[src/rtl/lab_timing_pkg.sv]
// Purpose: shared rate-select encodings and period lookup for the lab timing blocks.
// Latency: n/a (package: types and a pure function only).
// Backpressure: n/a.
package lab_timing_pkg;

    typedef enum logic [1:0] {
        SPEED_FULL    = 2'b00,
        SPEED_1HZ     = 2'b01,
        SPEED_HALF    = 2'b10,
        SPEED_QUARTER = 2'b11
    } speed_e;

    // Number of Clock cycles between Ticks for a given rate select.
    function automatic int unsigned rate_period(input logic [1:0] speed,
                                                input int unsigned clock_frequency);
        int unsigned period;
        case (speed)
            SPEED_FULL:    period = 1;
            SPEED_1HZ:     period = clock_frequency;
            SPEED_HALF:    period = 2 * clock_frequency;
            default:       period = 4 * clock_frequency;
        endcase
        return period;
    endfunction

endpackage

[src/rtl/rate_divider.sv]
// Purpose: programmable divider turning Clock into a one-cycle Tick every P(Speed) cycles.
// Latency: Tick is combinational from the current rate count; first Tick P cycles after reset.
// Backpressure: none; Enable low freezes the count, Restart reloads it and masks Tick.
//
// Ports:
//   Clock   - system clock, posedge
//   Reset   - asynchronous, active-high
//   Enable  - divider advances only while high
//   Speed   - rate select (see lab_timing_pkg)
//   Restart - reload the period from the top and suppress Tick this cycle
//   Tick    - one-cycle strobe when the count reaches zero
module rate_divider
    import lab_timing_pkg::*;
#(
    parameter int unsigned CLOCK_FREQUENCY = 500
) (
    input  logic       Clock,
    input  logic       Reset,
    input  logic       Enable,
    input  logic [1:0] Speed,
    input  logic       Restart,
    output logic       Tick
);

    localparam int unsigned RW = $clog2(4 * CLOCK_FREQUENCY);

    logic [RW-1:0] rate_count;
    logic [RW-1:0] reload_value;
    logic [RW-1:0] current_count;
    logic          fresh;

    always_comb begin
        reload_value = RW'(rate_period(Speed, CLOCK_FREQUENCY) - 1);
    end

    // While in reset (and until the first edge after release) the effective
    // count follows P(Speed)-1 live, so the register itself can use a constant
    // reset value instead of an asynchronous load of a data-dependent value.
    always_comb begin
        current_count = fresh ? reload_value : rate_count;
    end

    // Reset gating keeps Tick low during reset even at SPEED_FULL, where the
    // reload value is already zero.
    always_comb begin
        Tick = Enable & ~Restart & ~Reset & (current_count == '0);
    end

    always_ff @(posedge Clock or posedge Reset) begin
        if (Reset) begin
            rate_count <= '0;
            fresh      <= 1'b1;
        end else begin
            fresh <= 1'b0;
            if (Restart) begin
                rate_count <= reload_value;
            end else if (Enable) begin
                // Speed is only sampled on reload, so a rate change lets the
                // current period run out at the old rate.
                if (current_count == '0) begin
                    rate_count <= reload_value;
                end else begin
                    rate_count <= current_count - RW'(1);
                end
            end else begin
                rate_count <= current_count;
            end
        end
    end

endmodule

[src/rtl/rate_down_counter.sv]
// Purpose: rate-divided Tick source plus a loadable down counter that consumes the same Ticks.
// Latency: Tick combinational; CounterValue/Done update on the posedge that sees Tick or Load.
// Backpressure: none; Load wins over Tick in the same cycle and restarts the rate period.
//
// Ports:
//   Clock, Reset         - posedge clock, asynchronous active-high reset
//   Enable, Speed        - divider run control and rate select
//   Load, LoadValue      - synchronous load of the down count and its stored start value
//   Wrap                 - at zero: 1 reloads the start value, 0 holds at zero
//   Tick                 - divided strobe, usable as a downstream counter Enable
//   CounterValue, Done   - current count and registered (CounterValue == 0) flag
module rate_down_counter
    import lab_timing_pkg::*;
#(
    parameter int unsigned CLOCK_FREQUENCY = 500,
    parameter int unsigned WIDTH           = 8
) (
    input  logic             Clock,
    input  logic             Reset,
    input  logic             Enable,
    input  logic [1:0]       Speed,
    input  logic             Load,
    input  logic [WIDTH-1:0] LoadValue,
    input  logic             Wrap,
    output logic             Tick,
    output logic [WIDTH-1:0] CounterValue,
    output logic             Done
);

    logic [WIDTH-1:0] start_value;
    logic [WIDTH-1:0] count_next;

    rate_divider #(
        .CLOCK_FREQUENCY (CLOCK_FREQUENCY)
    ) u_rate_divider (
        .Clock   (Clock),
        .Reset   (Reset),
        .Enable  (Enable),
        .Speed   (Speed),
        .Restart (Load),
        .Tick    (Tick)
    );

    // Tick is already masked by Load inside the divider; Load is still
    // checked first so the load path does not depend on that masking.
    always_comb begin
        count_next = CounterValue;
        if (Load) begin
            count_next = LoadValue;
        end else if (Tick) begin
            if (CounterValue != '0) begin
                count_next = CounterValue - WIDTH'(1);
            end else if (Wrap) begin
                count_next = start_value;
            end
        end
    end

    // Done is registered from the next count, so it always matches
    // CounterValue in the same cycle.
    always_ff @(posedge Clock or posedge Reset) begin
        if (Reset) begin
            CounterValue <= '1;
            start_value  <= '1;
            Done         <= 1'b0;
        end else begin
            CounterValue <= count_next;
            Done         <= (count_next == '0);
            if (Load) begin
                start_value <= LoadValue;
            end
        end
    end

endmodule

[config.mk]
export PLATFORM = sky130hd
export DESIGN_NAME = rate_down_counter
export DESIGN_NICKNAME = d
export VERILOG_FILES = /design/src/rtl/lab_timing_pkg.sv /design/src/rtl/rate_divider.sv /design/src/rtl/rate_down_counter.sv
export SDC_FILE = /design/constraint.sdc
export NUM_CORES = 1
export LEC_CHECK = 0
export ABC_AREA = 1
export CORE_MARGIN = 3
export CORE_UTILIZATION = 55
export DETAILED_ROUTE_END_ITERATION = 12
export GPL_ROUTABILITY_DRIVEN = 0
export PLACE_DENSITY = 0.82
export REMOVE_ABC_BUFFERS = 1
export SKIP_CTS_REPAIR_TIMING = 1
export SLEW_MARGIN = 10
export SYNTH_ARGS = -nofsm -noshare
export SYNTH_HDL_FRONTEND = slang
export SYNTH_SLANG_ARGS = --single-unit
[constraint.sdc]
create_clock -name Clock -period 2.4 [get_ports Clock]
set_input_delay 0.36 -clock Clock [delete_from_list [all_inputs] [get_ports Clock]]
set_output_delay 0.36 -clock Clock [all_outputs]
set_load 0.03 [all_outputs]
Yosys cells after proc, flatten, opt, wreduce, memory -nomap -nowiden. Cells that the tools add are included.

Bits in writable memories: 0. Latch bits: 0. Input bits: 15. Memory bits (read-only): 0. Word-level logic and storage cells: 28. Output and inout bits: 10. Memories kept: 0. Register bits: 29.

Shifts and indexed selects: 0. Equal/unequal tests: 2. Divide/modulo/power cells: 0. $add $sub $neg: 3. Reduce and logical (&&, ||, !) cells: 4. Magnitude comparators: 0. Bitwise operators: 5. Muxes and demuxes: 9. $mul: 0.

Operators with widths (count): 11-bit two-way mux (4); 11-bit case mux with 3 select lines (1); 8-bit two-way mux (4); 11-bit by 1-bit subtractor with 11-bit output (second input constant) (2); 11-bit logical NOT (1); 8-bit logical NOT (1); 8-bit nonzero test (1); 8-bit by 1-bit subtractor with 8-bit output (second input constant) (1); 1-bit bitwise AND (3); 2-bit by 1-bit equality test with 1-bit output (second input constant) (1); 2-bit equality test (second input constant) (1); 2-bit logical NOT (1); 1-bit inverter (2).

Longest topological paths before layout.
Word-level depth: 9. Gate-level depth with buffers: 18. Mapped depth without buffers: 18.

Hierarchy. A second synthesis with hierarchy kept.

Cells, all modules: 351. Area total of the unflattened synthesis: 2356.0 µm².

Modules (own cells, without submodules): rate_divider (sequential area each 301.5 µm², area each 1221.2 µm², cells an instance 186, times used 1); rate_down_counter (sequential area each 445.4 µm², area each 1134.8 µm², cells an instance 165, times used 1).

Least setup slack after synthesis. Ideal clock, no wire load.

Path type: input port to output port. From: in Speed[1]. To: out Tick. Required time: 2.040 ns. Setup slack: 0.043 ns. Arrival: 1.997 ns. Cell stages on the path: 11. Path buffers: 0. Path through: inv_1 > ha_1 > inv_1 > nand2_1 > o21ai_0 > inv_1 > ha_1 > nand3_1 > nor2_8 > nand3_4 > inv_1.

Longest elaborated chain between the ends: 6. Elaborated cells on any way between the ends: 8. Classes of those cells: 1 x add/sub; 2 x eq/ne; 2 x mux; 1 x bitwise; 2 x reduce/logical.

RTL lines: start, declared (line rate_down_counter.sv:21) `input logic [1:0] Speed,`; 2-bit equality test (tied with other cells) (line lab_timing_pkg.sv:17) `case (speed)`; 11-bit case mux with 3 select lines (*) (line lab_timing_pkg.sv:17); 11-bit by 1-bit subtractor with 11-bit output (*) (line rate_divider.sv:33) `reload_value = RW'(rate_period(Speed, CLOCK_FREQUENCY) - 1);`; 11-bit two-way mux (*) (line rate_divider.sv:40) `current_count = fresh ? reload_value : rate_count;`; 11-bit logical NOT (*) (line rate_divider.sv:46) `Tick = Enable & ~Restart & ~Reset & (current_count == '0);`; 1-bit bitwise AND (*) (line rate_divider.sv:46); end, declared (line rate_down_counter.sv:25) `output logic Tick,`.

Mark *: on every way between the ends. The rest lies on a longest branch, timed or not.

Worst setup path after layout.
From: reg u_rate_divider.fresh. To: out Tick.

Longest elaborated chain between the ends: 3.

RTL lines: start, declared (line rate_divider.sv:30) `logic fresh;`; start signal, assigned (line rate_divider.sv:52) `fresh <= 1'b1;`; start signal, assigned (line rate_divider.sv:54) `fresh <= 1'b0;`; 11-bit two-way mux (line rate_divider.sv:40); 11-bit logical NOT (line rate_divider.sv:46); 1-bit bitwise AND (line rate_divider.sv:46).

No other way between the ends.

==> results.toml <==
[outcome]
outcome = "complete, but fails checks"
failed_checks = "negative setup slack"

[power]
p_leak_nw = 1.63
p_switching_mw = 0.573
p_int_mw = 0.976
powerDensity_nw_per_um2 = 488
p_clk_frac = 0.259
combPwrFrac = 0.362
ir_drop_v = 0.000407
report.power.total_mw = 1.55
seq_power_share = 0.379
swShare = 0.370

[worst_setup_path]
crit_buf_inv = 5
arrival_ns = 2.05
cpMaxStageDelayCell = "dfstp_2"
crit_fanout = 10
max_stage_delay_ns = 0.61
worstPathRequired_ns = 2.04
crit_family = "flip-flops"
cp-end-kind = "primary output"
startpoint_type = "register"
cp_cell_sequence = "inv_6, nand2_2, o21ai_2, inv_2, ha_4, nand3_2, buf_6, nor2_8, nand3_4, inv_2, buf_6"
worst-setup-path-type = "register to primary output"

[timing]
min_period_over_period = 1.00
maxSlewViolCount = 0
tightest_slew_ns = 0.585
tns_ns = -0.00830
setup_viol = 1
min_period_ns = 2.41
fmaxAchievable_mhz = 415
skew_ns = 0.00693
fin_ws_ns = -0.00830
hold_viol = 0
max-slew-margin-rel = 0.609

[floorplanning]
fp.coreArea_um2 = 3830
die_area_um2 = 4970
die_h_um = 70.5
ios = 25
rows = 22
initial_core_util = 0.598
fp.dieW_um = 70.5

[synth]
yosys.area_share.simple = 0.410
synth_top_area_share = 0.195
synth_seq_cells = 29
synth.top_cells.by_area = "dfstp_2, nand2_1, dfrtp_1"
yosys_warnings = 0
yosysUniqueCellTypes = 34
async_reset_ff_frac = 1.00
synth.area.mux_share = 0
synth_top_family_by_area = "simple AND/OR/NAND/NOR gates"
synth_cells = 332
synth.avg_cell_area_um2 = 6.89
synth_top_cell_by_area = "dfstp_2"
synth_edf_count = 0
ys.flop_type = "dfstp_2"
synth-adder-area-share = 0.0547
synthXorXnorAreaFrac = 0.00766
yosysSeqAreaShare = 0.327
synth_compound_area_frac = 0.115
netlist_area_um2 = 2290

[global_routing]
grt_pass1_wl_mm = 10.8
overflow = 0
grt_pass1_vias = 2284
grt_max_degree = 18
track_usage = 0.275
antenna_found_initial = 0

[drt]
met3_length_mm = 1.09
first_iter_violations = 538
vias = 2835
wl_per_cell_um = 17.9
top_layer_used = "met4"
ant_nets = 0
route.met2.wl_mm = 3.47
wl_met1_mm = 3.06
drc = 0
drt-total-wl_mm = 8.25
drt-pass1-iter-count = 6
via_per_inst = 6.14

[clocking]
cts_tree = "done"
clk_pin_slew_ns = 0.07
root_buffer = "clkbuf_8"
cts_buffers = 5
clk_latency_ns = 0.29
clock_path_buffers = 2
htreeDepth = 2
cts.sinks = 29

[layout]
area_growth_pct = 38.8
diodes = 0
layout_common_cells = "nand2_1, buf_4, inv_1"
layout_commonest_cell = "nand2_1"
final_area_um2 = 3180
drive_above_1_share = 0.316
fin_nets = 438

[run]
drv_cap = 0

[placement]
hpwl_mm = 4.89
numPortBuffers = 24
dp_slack_ns = -0.366
placed_cell_area_um2 = 2890

[worst_hold_path]
hp-class = "register to register"
[flip-flops by register name, summed over array words and instances, names as in the netlist]
| name | flops |
|---|---|
| u_rate_divider.rate_count | 11 |
| CounterValue | 8 |
| start_value | 8 |
| Done | 1 |
| u_rate_divider.fresh | 1 |
[final cells by class]
type / instances / area (um2)
Clock buffer: 6 / 72.6
Clock inverter: 2 / 10.0
Fill cell: 218 / 651
Inverter: 42 / 165
Multi-Input combinational cell: 254 / 1440
Sequential cell: 29 / 747
Tap cell: 48 / 60.1
Timing Repair Buffer: 81 / 682
[per-layer routing]
layer | global-route usage | vias to the layer above
met2 | 0.402 | 261
met5 | 0 | -
met3 | 0.0446 | 80
li1 | - | 1242
met1 | 0.413 | 1252
met4 | 0.0830 | 0
[path summary, 6_finish.rpt]
check / cells after the start / start / end / slack [ns]
max: 11 / u_rate_divider.fresh / Tick / -0.008
min: 2 / start_value[7] / start_value[7] / 0.47
max reg2reg: 15 / u_rate_divider.fresh / u_rate_divider.rate_count[1] / 0.01
min reg2reg: 2 / start_value[7] / start_value[7] / 0.47
max in group asynchronous: 3 / Reset / start_value[5] / 1.62
min in group asynchronous: 3 / Reset / u_rate_divider.rate_count[3] / 0.51
[metrics by stage]
stage | hold slack, ns | std cells | utilization
after floorplan | 0.426 | 325 | -
after CTS | 0.467 | 450 | 0.777
after global routing | 0.473 | 462 | 0.830
after detailed placement | 0.458 | 442 | 0.755
final | 0.469 | 462 | 0.830
after global placement | 0.450 | 442 | 0.755
[cells by family after synthesis]
group / after synthesis
other: 1
adder cells (fa/ha/maj): 10
buffers and inverters: 49
XOR/XNOR: 2
AND/OR/NAND/NOR: 193
AO/OA/AOI/OAI: 48
flip-flops: 29
[synth_stat cells (6+ instances only)]
library cell,number
nand4_1,7
clkbuf_1,6
inv_1,36
a21oi_1,7
o21ai_0,29
dfstp_2,17
nand2_1,110
ha_1,10
dfrtp_1,12
o211ai_1,6
nand3_1,32
nor2_1,17
[power by group through the flow]
| stage | registers (mW) | clock network [mW] | logic, mW |
|---|---|---|---|
| 2_1_floorplan | 0.609 | 0 | 0.256 |
| 3_3_place_gp | 0.588 | 0 | 0.467 |
| 3_5_place_dp | 0.590 | 0 | 0.479 |
| 4_1_cts | 0.583 | 0.405 | 0.485 |
| 5_1_grt | 0.590 | 0.424 | 0.602 |
| 6_report | 0.587 | 0.402 | 0.560 |
[worst reg2reg max path: cells and delay by family (launching register included)]
family,cells,cell delay [ns]
adder cells (fa/ha/maj),1,0.16
AO/OA/AOI/OAI,4,0.56
buffers and inverters,5,0.55
flip-flops,1,0.61
AND/OR/NAND/NOR,5,0.46
(Power assumes the default switching activity.)
